File: src/rtl/frv_masked_pkg.sv
// Shared definitions for the masked bitwise unit: op codes and share/random indexing helpers.
package frv_masked_pkg;

    typedef enum logic [2:0] {
        OP_AND  = 3'd0,
        OP_ANDN = 3'd1,
        OP_OR   = 3'd2,
        OP_XOR  = 3'd3,
        OP_XNOR = 3'd4,
        OP_NOT  = 3'd5
    } masked_op_e;

    // Number of fresh random words needed per DOM-indep multiplication.
    function automatic int n_rand_words(input int d);
        return ((d + 1) * d) / 2;
    endfunction

    // Row-major upper-triangle index of pair (i,j), i<j, among n shares.
    function automatic int rand_idx(input int i, input int j, input int n);
        return (i * n) - ((i * (i + 1)) / 2) + (j - i - 1);
    endfunction

    function automatic logic is_nonlinear(input logic [2:0] op);
        return (op == OP_AND) || (op == OP_ANDN) || (op == OP_OR);
    endfunction

    function automatic logic is_reserved(input logic [2:0] op);
        return (op > OP_NOT);
    endfunction

endpackage

File: src/rtl/frv_masked_bitwise_dom_mul.sv
// DOM-indep multiplier core: registered blinded cross terms, then a registered per-share compression.
module frv_dom_indep_mul
    import frv_masked_pkg::*;
#(
    parameter int  D         = 1,
    parameter int  BIT_WIDTH = 32,
    localparam int N         = D + 1,
    localparam int L         = n_rand_words(D)
) (
    input  logic                   g_clk,
    input  logic                   g_resetn,
    input  logic                   i_en1,
    input  logic                   i_en2,
    input  logic                   i_neg,
    input  logic [N*BIT_WIDTH-1:0] i_a,
    input  logic [N*BIT_WIDTH-1:0] i_b,
    input  logic [L*BIT_WIDTH-1:0] i_rand,
    output logic [N*BIT_WIDTH-1:0] o_c
);
    localparam int W = BIT_WIDTH;

    logic [N*N*W-1:0] t_q;
    logic [N*N*W-1:0] t_d;
    logic [N*W-1:0]   c_q;
    logic [N*W-1:0]   c_d;
    logic [N*W-1:0]   c_sum_s;

    // Stage-1 products; each off-diagonal pair shares one random word so it cancels on recombination.
    always_comb begin
        t_d = t_q;
        if (i_en1) begin
            for (int i = 0; i < N; i++) begin
                for (int j = 0; j < N; j++) begin
                    if (i == j) begin
                        t_d[(i*N+j)*W +: W] = i_a[i*W +: W] & i_b[j*W +: W];
                    end else if (i < j) begin
                        t_d[(i*N+j)*W +: W] = (i_a[i*W +: W] & i_b[j*W +: W])
                                            ^ i_rand[rand_idx(i, j, N)*W +: W];
                    end else begin
                        t_d[(i*N+j)*W +: W] = (i_a[i*W +: W] & i_b[j*W +: W])
                                            ^ i_rand[rand_idx(j, i, N)*W +: W];
                    end
                end
            end
        end else begin
            t_d = t_q;
        end
    end

    // Compress each registered row into one output share, with optional share-0 negation.
    always_comb begin
        c_sum_s = '0;
        for (int i = 0; i < N; i++) begin
            for (int j = 0; j < N; j++) begin
                c_sum_s[i*W +: W] = c_sum_s[i*W +: W] ^ t_q[(i*N+j)*W +: W];
            end
        end
        if (i_neg) begin
            c_sum_s[W-1:0] = ~c_sum_s[W-1:0];
        end else begin
            c_sum_s[W-1:0] = c_sum_s[W-1:0];
        end
    end

    // Stage-2 load only when a non-linear op advances, so idle cycles do not toggle the register.
    always_comb begin
        if (i_en2) begin
            c_d = c_sum_s;
        end else begin
            c_d = c_q;
        end
    end

    // Stage-1 and stage-2 data registers with synchronous active-low reset.
    always_ff @(posedge g_clk) begin
        if (!g_resetn) begin
            t_q <= '0;
            c_q <= '0;
        end else begin
            t_q <= t_d;
            c_q <= c_d;
        end
    end

    assign o_c = c_q;

endmodule

File: src/rtl/frv_masked_bitwise_dom.sv
// Masked bitwise unit: every op passes two register stages with fresh randomness mixed in at stage 1.
module frv_masked_bitwise_dom
    import frv_masked_pkg::*;
#(
    parameter int  D         = 1,
    parameter int  BIT_WIDTH = 32,
    localparam int N         = D + 1,
    localparam int L         = n_rand_words(D)
) (
    input  logic                   g_clk,
    input  logic                   g_resetn,
    input  logic                   i_valid,
    input  logic                   i_flush,
    input  logic [2:0]             i_op,
    input  logic [N*BIT_WIDTH-1:0] i_a,
    input  logic [N*BIT_WIDTH-1:0] i_b,
    input  logic [L*BIT_WIDTH-1:0] i_rand,
    output logic                   o_valid,
    output logic                   o_err,
    output logic [N*BIT_WIDTH-1:0] o_res,
    output logic                   o_busy
);
    localparam int W = BIT_WIDTH;

    logic           acc_s;
    logic           en2_s;
    logic           s1_nl_s;
    logic [N*W-1:0] a_pre_s;
    logic [N*W-1:0] b_pre_s;
    logic [N*W-1:0] x_s;
    logic [N*W-1:0] lin_s;
    logic [W-1:0]   rsum_s;
    logic [N*W-1:0] mul_c_s;

    logic           s1_valid_q, s1_valid_d;
    logic [2:0]     s1_op_q,    s1_op_d;
    logic           s1_err_q,   s1_err_d;
    logic [N*W-1:0] s1_lin_q,   s1_lin_d;
    logic           s2_valid_q, s2_valid_d;
    logic           s2_err_q,   s2_err_d;
    logic           s2_nl_q,    s2_nl_d;
    logic [N*W-1:0] s2_lin_q,   s2_lin_d;

    // Share-0 pre-negation: OR is built as ~(~a & ~b), ANDN as a & ~b.
    always_comb begin
        a_pre_s = i_a;
        b_pre_s = i_b;
        case (i_op)
            OP_OR: begin
                a_pre_s[W-1:0] = ~i_a[W-1:0];
                b_pre_s[W-1:0] = ~i_b[W-1:0];
            end
            OP_ANDN: begin
                b_pre_s[W-1:0] = ~i_b[W-1:0];
            end
            default: begin
                a_pre_s = i_a;
                b_pre_s = i_b;
            end
        endcase
    end

    // Linear refresh: blind shares 0..N-2 and fold the same words into the last share.
    always_comb begin
        if (i_op == OP_NOT) begin
            x_s = i_a;
        end else begin
            x_s = i_a ^ i_b;
        end
        rsum_s = '0;
        lin_s  = x_s;
        for (int k = 0; k < N - 1; k++) begin
            lin_s[k*W +: W] = x_s[k*W +: W] ^ i_rand[k*W +: W];
            rsum_s          = rsum_s ^ i_rand[k*W +: W];
        end
        lin_s[(N-1)*W +: W] = x_s[(N-1)*W +: W] ^ rsum_s;
    end

    // Stage-1 next state: a flush drops any request presented in the same cycle.
    always_comb begin
        acc_s      = i_valid & ~i_flush;
        s1_valid_d = acc_s;
        if (acc_s) begin
            s1_op_d  = i_op;
            s1_err_d = is_reserved(i_op);
        end else begin
            s1_op_d  = s1_op_q;
            s1_err_d = s1_err_q;
        end
        if (acc_s && !is_nonlinear(i_op) && !is_reserved(i_op)) begin
            s1_lin_d = lin_s;
        end else begin
            s1_lin_d = s1_lin_q;
        end
    end

    // Stage-2 next state: output negation for XNOR/NOT and zero shares for reserved codes.
    always_comb begin
        en2_s      = s1_valid_q & ~i_flush;
        s1_nl_s    = is_nonlinear(s1_op_q);
        s2_valid_d = en2_s;
        s2_err_d   = en2_s & s1_err_q;
        s2_nl_d    = s2_nl_q;
        s2_lin_d   = s2_lin_q;
        if (en2_s) begin
            s2_nl_d = s1_nl_s;
            if (s1_err_q) begin
                s2_lin_d = '0;
            end else if (!s1_nl_s) begin
                s2_lin_d = s1_lin_q;
                if ((s1_op_q == OP_XNOR) || (s1_op_q == OP_NOT)) begin
                    s2_lin_d[W-1:0] = ~s1_lin_q[W-1:0];
                end else begin
                    s2_lin_d[W-1:0] = s1_lin_q[W-1:0];
                end
            end else begin
                s2_lin_d = s2_lin_q;
            end
        end else begin
            s2_nl_d  = s2_nl_q;
            s2_lin_d = s2_lin_q;
        end
    end

    // Pipeline control and linear data registers; reset dominates flush.
    always_ff @(posedge g_clk) begin
        if (!g_resetn) begin
            s1_valid_q <= 1'b0;
            s1_op_q    <= 3'd0;
            s1_err_q   <= 1'b0;
            s1_lin_q   <= '0;
            s2_valid_q <= 1'b0;
            s2_err_q   <= 1'b0;
            s2_nl_q    <= 1'b0;
            s2_lin_q   <= '0;
        end else begin
            s1_valid_q <= s1_valid_d;
            s1_op_q    <= s1_op_d;
            s1_err_q   <= s1_err_d;
            s1_lin_q   <= s1_lin_d;
            s2_valid_q <= s2_valid_d;
            s2_err_q   <= s2_err_d;
            s2_nl_q    <= s2_nl_d;
            s2_lin_q   <= s2_lin_d;
        end
    end

    frv_dom_indep_mul #(
        .D         (D),
        .BIT_WIDTH (BIT_WIDTH)
    ) u_mul (
        .g_clk    (g_clk),
        .g_resetn (g_resetn),
        .i_en1    (acc_s & is_nonlinear(i_op)),
        .i_en2    (en2_s & s1_nl_s),
        .i_neg    (s1_op_q == OP_OR),
        .i_a      (a_pre_s),
        .i_b      (b_pre_s),
        .i_rand   (i_rand),
        .o_c      (mul_c_s)
    );

    // Per-share selection between two registered results; shares are never mixed here.
    assign o_res   = s2_nl_q ? mul_c_s : s2_lin_q;
    assign o_valid = s2_valid_q;
    assign o_err   = s2_err_q;
    assign o_busy  = s1_valid_q | s2_valid_q;

endmodule

File: config.mk
export PLATFORM = sky130hd
export DESIGN_NAME = frv_masked_bitwise_dom
export DESIGN_NICKNAME = d
export VERILOG_FILES = /design/src/rtl/frv_masked_pkg.sv /design/src/rtl/frv_masked_bitwise_dom_mul.sv /design/src/rtl/frv_masked_bitwise_dom.sv
export SDC_FILE = /design/constraint.sdc
export NUM_CORES = 1
export LEC_CHECK = 0
export ABC_CLOCK_PERIOD_IN_PS = 2750
export CAP_MARGIN = 20
export CELL_PAD_IN_SITES_DETAIL_PLACEMENT = 1
export CELL_PAD_IN_SITES_GLOBAL_PLACEMENT = 1
export CORE_MARGIN = 3
export CORE_UTILIZATION = 53
export DETAILED_ROUTE_END_ITERATION = 16
export DONT_BUFFER_PORTS = 1
export MAX_ROUTING_LAYER = met4
export PLACE_DENSITY = 0.95
export SYNTH_ARGS = -nofsm -noshare
export SYNTH_HDL_FRONTEND = slang
export SYNTH_HIERARCHICAL = 1
export SYNTH_SLANG_ARGS = --single-unit
File: constraint.sdc
create_clock -name g_clk -period 2.75 [get_ports g_clk]
set_input_delay 0.275 -clock g_clk [delete_from_list [all_inputs] [get_ports g_clk]]
set_output_delay 0.275 -clock g_clk [all_outputs]
set_load 0.05 [all_outputs]
==> impl_metrics.env <==
export IMPL_status="complete, no violations"
export IMPL_max_vdd_ir_drop_v=0.0004271
export IMPL_clock_latency_ps=510
export IMPL_dieHeight_um=183.2
export IMPL_static_leakage_power_nw=7.035
export IMPL_hold_violations=0
export IMPL_final_cell_mix="sky130_fd_sc_hd__dfxtp_1 (326), sky130_fd_sc_hd__nand2_1 (233), sky130_fd_sc_hd__xor2_1 (224), sky130_fd_sc_hd__a21oi_1 (133), sky130_fd_sc_hd__xnor2_1 (129)"
export IMPL_mean_area_per_synthesized_cell_um2=9.125
export IMPL_slew_viol_final=0
export IMPL_count_of_vias_placed_by_the_detailed_router=14395
export IMPL_grt_max_degree=174
export IMPL_path_clk_slew_ps=60
export IMPL_yosys_area_top_type_share=0.3947
export IMPL_grt_remaining_overflow=0
export IMPL_ioPinCount=234
export IMPL_h_tree_depth=2
export IMPL_setup_repair_after_global_routing_missed_its_margin="false"
export IMPL_timing_final_setup_violations=0
export IMPL_synth_warnings=6
export IMPL_setup_worst_path_start_class="register"
export IMPL_drtPass1Iterations=5
export IMPL_drc=0
export IMPL_max_cap_violations=0
export IMPL_relSlewSlack=0.3970
export IMPL_timing_critical_path_required_ps=2480
export IMPL_clk_skew_ps=24.97
export IMPL_io_buffer_count=0
export IMPL_yosysSeqAreaShare=0.3947
export IMPL_viasPerCell=6.389
export IMPL_final_antenna_net_count=0
export IMPL_clockBufferDepth=3
export IMPL_clk_root_buffer_cell="sky130_fd_sc_hd__clkbuf_16"
export IMPL_layout_cells_non_filler=2253
export IMPL_numPlacedInstances=2097
export IMPL_layout_area_overhead_vs_synth_pct=12.72
export IMPL_critical_path_endpoint_type="output pin"
export IMPL_final_weighted_congestion_in_routability_driven_placement=0.8188
export IMPL_post_synth_instance_area_mm2=0.01663
export IMPL_final_fill_count=3368
export IMPL_hp_class="input pin to register"
export IMPL_n_antenna_cell=0
export IMPL_cts_repair_resized=0
export IMPL_synth_flop_cell="sky130_fd_sc_hd__dfxtp_1"
export IMPL_start_util=0.5410
export IMPL_placementRows=64
export IMPL_max_fclk_ghz=0.4176
export IMPL_fp_dieW_um=183.2
export IMPL_netlist_top_cells_area="sky130_fd_sc_hd__dfxtp_1 (39%), sky130_fd_sc_hd__xor2_1 (12%), sky130_fd_sc_hd__xnor2_1 (6.8%)"
export IMPL_finalWirelength_mm=60.18
export IMPL_cp_arrival_ps=2120
export IMPL_worst_slew_pin_slew_ps=904.5
export IMPL_mappedNetlistNets=1990
export IMPL_dp_worst_setup_slack_ps=666.7
export IMPL_cts_sink_count=328
export IMPL_post_route_minimum_period_ps=2394
export IMPL_asyncSetResetFlopFracSynth=0
export IMPL_drt_wirelength_per_cell_um=26.71
export IMPL_synth_top_cell_by_area="sky130_fd_sc_hd__dfxtp_1"
export IMPL_leading_cell_type_in_the_layout_fill_and_taps_excluded="sky130_fd_sc_hd__dfxtp_1"
export IMPL_core_mm2=0.03075
export IMPL_fp_dieArea_mm2=0.03355
export IMPL_synth_edf_count=0
export IMPL_drt_initial_drc_count=1074
export IMPL_cts_made_buffers=36
export IMPL_worstSetupPathType="register to output pin"
export IMPL_setup_tns_final_ps=0
export IMPL_synthDistinctLibCells=34
export IMPL_first_global_vias=15984
export IMPL_total_power_after_layout_mw=11.00
export IMPL_finish_net_count=2004
export IMPL_post_synth_inst_count=1823
export IMPL_fin_ws_ps=355.6
export IMPL_grtUsageTotal=0.3566
export IMPL_cp_max_fo=37
export IMPL_grt_antenna_before_repair=0
export IMPL_layout_worst_path_cycle_share=0.8707
export IMPL_grt_first_pass_wirelength_mm=91.79
export IMPL_drive_gt1_frac=0.08293
export IMPL_powerDensity_mw_per_mm2=586.5
export IMPL_postSynthRegisterBits=328
export IMPL_tritoncts="done"
export IMPL_place_hpwl_mm=31.45
-- critical path, cell delays in order, from the launching register on --
cell and delay (ps):
sky130_fd_sc_hd__dfxtp_4 750, sky130_fd_sc_hd__buf_4 310, sky130_fd_sc_hd__mux2_2 490
-- state kept, by name (all words and copies together) (netlist names) --
signal	cells
u_mul/t_q	128
s1_lin_q	64
s2_lin_q	64
u_mul/o_c	64
s1_op_q	3
o_err	1
o_valid	1
s1_err_q	1
s1_valid_q	1
s2_nl_q	1
-- power breakdown --
group	switching, mW	internal, mW	leakage (nW)
sequential	0.113	4.88	2.66
clock	2.00	2.64	0.526
combinational	0.816	0.551	3.85
total	2.93	8.07	7.03
-- cells by family (layout without fill, tap and decap cells) --
group                     Yosys count  in the layout  synth area share
AOI/OAI and AO/OA                 392            392            0.1570
xor gates and xnor gates          353            353            0.1859
buffers and inverters             146            180           0.04874
DFF                               328            328            0.3947
muxes                              65             65           0.04393
and+or+nand+nor                   539            539            0.1698
-- area by class of cell --
class	count	area [um2]	area share
tap	396	495.5	0.02642
inverter	1	3.754	0.0002002
sequential	328	6571	0.3505
clock buffer	49	1001	0.05338
multi-input combinational	1349	9321	0.4971
clock inverter	9	78.83	0.004204
timing repair buffer	121	1279	0.06820
-- repair_timing --
action | in CTS | in global routing
hold buffers | 98 | 0
buffers inserted | 0 | 0
endpoints found under the hold margin | 172 | 0
-- through the flow --
step                        util  instance area, um2  hold WS [ps]
final                     0.6098               18750         5.242
after CTS                 0.6098               18750        0.5309
after global placement    0.5415               16650         432.8
after floorplan                -               16630         411.0
after detailed placement  0.5415               16650         435.6
after global routing      0.6098               18750         4.413
-- layer usage --
metal | vias up | wire length (um) | share of wire | GRT usage
met4 | 0 | 3618 | 0.060 | 0.1993
met5 | - | 0 | 0 | -
li1 | 6268 | - | - | -
met1 | 7223 | 21950 | 0.36 | 0.3722
met3 | 255 | 3610 | 0.060 | 0.06466
met2 | 649 | 31000 | 0.52 | 0.6347
-- final timing paths --
check                           slack [ps]                      start  depth (start not counted)                         end
worst max-delay path                   360       s2_nl_q$_SDFFE_PN0P_                          2                    o_res[0]
worst min-delay path                     5                 i_rand[10]                          2  u_mul/t_q[74]$_SDFFE_PN0P_
worst max register to register         610    s1_op_q[1]$_SDFFE_PN0P_                          5   s2_lin_q[40]$_SDFFE_PN0P_
worst min register to register         450  s2_lin_q[54]$_SDFFE_PN0P_                          2   s2_lin_q[54]$_SDFFE_PN0P_
-- cell usage after synthesis (8+ instances only) --
| library cell | count |
|---|---|
| sky130_fd_sc_hd__a21boi_0 | 8 |
| sky130_fd_sc_hd__xor2_1 | 224 |
| sky130_fd_sc_hd__or3_1 | 32 |
| sky130_fd_sc_hd__xnor2_1 | 129 |
| sky130_fd_sc_hd__nand2b_1 | 65 |
| sky130_fd_sc_hd__buf_4 | 11 |
| sky130_fd_sc_hd__o211a_1 | 32 |
| sky130_fd_sc_hd__buf_2 | 87 |
| sky130_fd_sc_hd__o211ai_1 | 32 |
| sky130_fd_sc_hd__o21ai_1 | 12 |
| sky130_fd_sc_hd__dfxtp_1 | 328 |
| sky130_fd_sc_hd__a21oi_1 | 133 |
| sky130_fd_sc_hd__a22o_1 | 64 |
| sky130_fd_sc_hd__a21boi_1 | 56 |
| sky130_fd_sc_hd__nand2_1 | 233 |
| sky130_fd_sc_hd__nand4b_1 | 32 |
| sky130_fd_sc_hd__o21ai_0 | 52 |
| sky130_fd_sc_hd__nand3b_1 | 65 |
| sky130_fd_sc_hd__clkbuf_1 | 35 |
| sky130_fd_sc_hd__nand3_1 | 97 |
| sky130_fd_sc_hd__mux2_2 | 64 |
(Power assumes the default switching activity.)
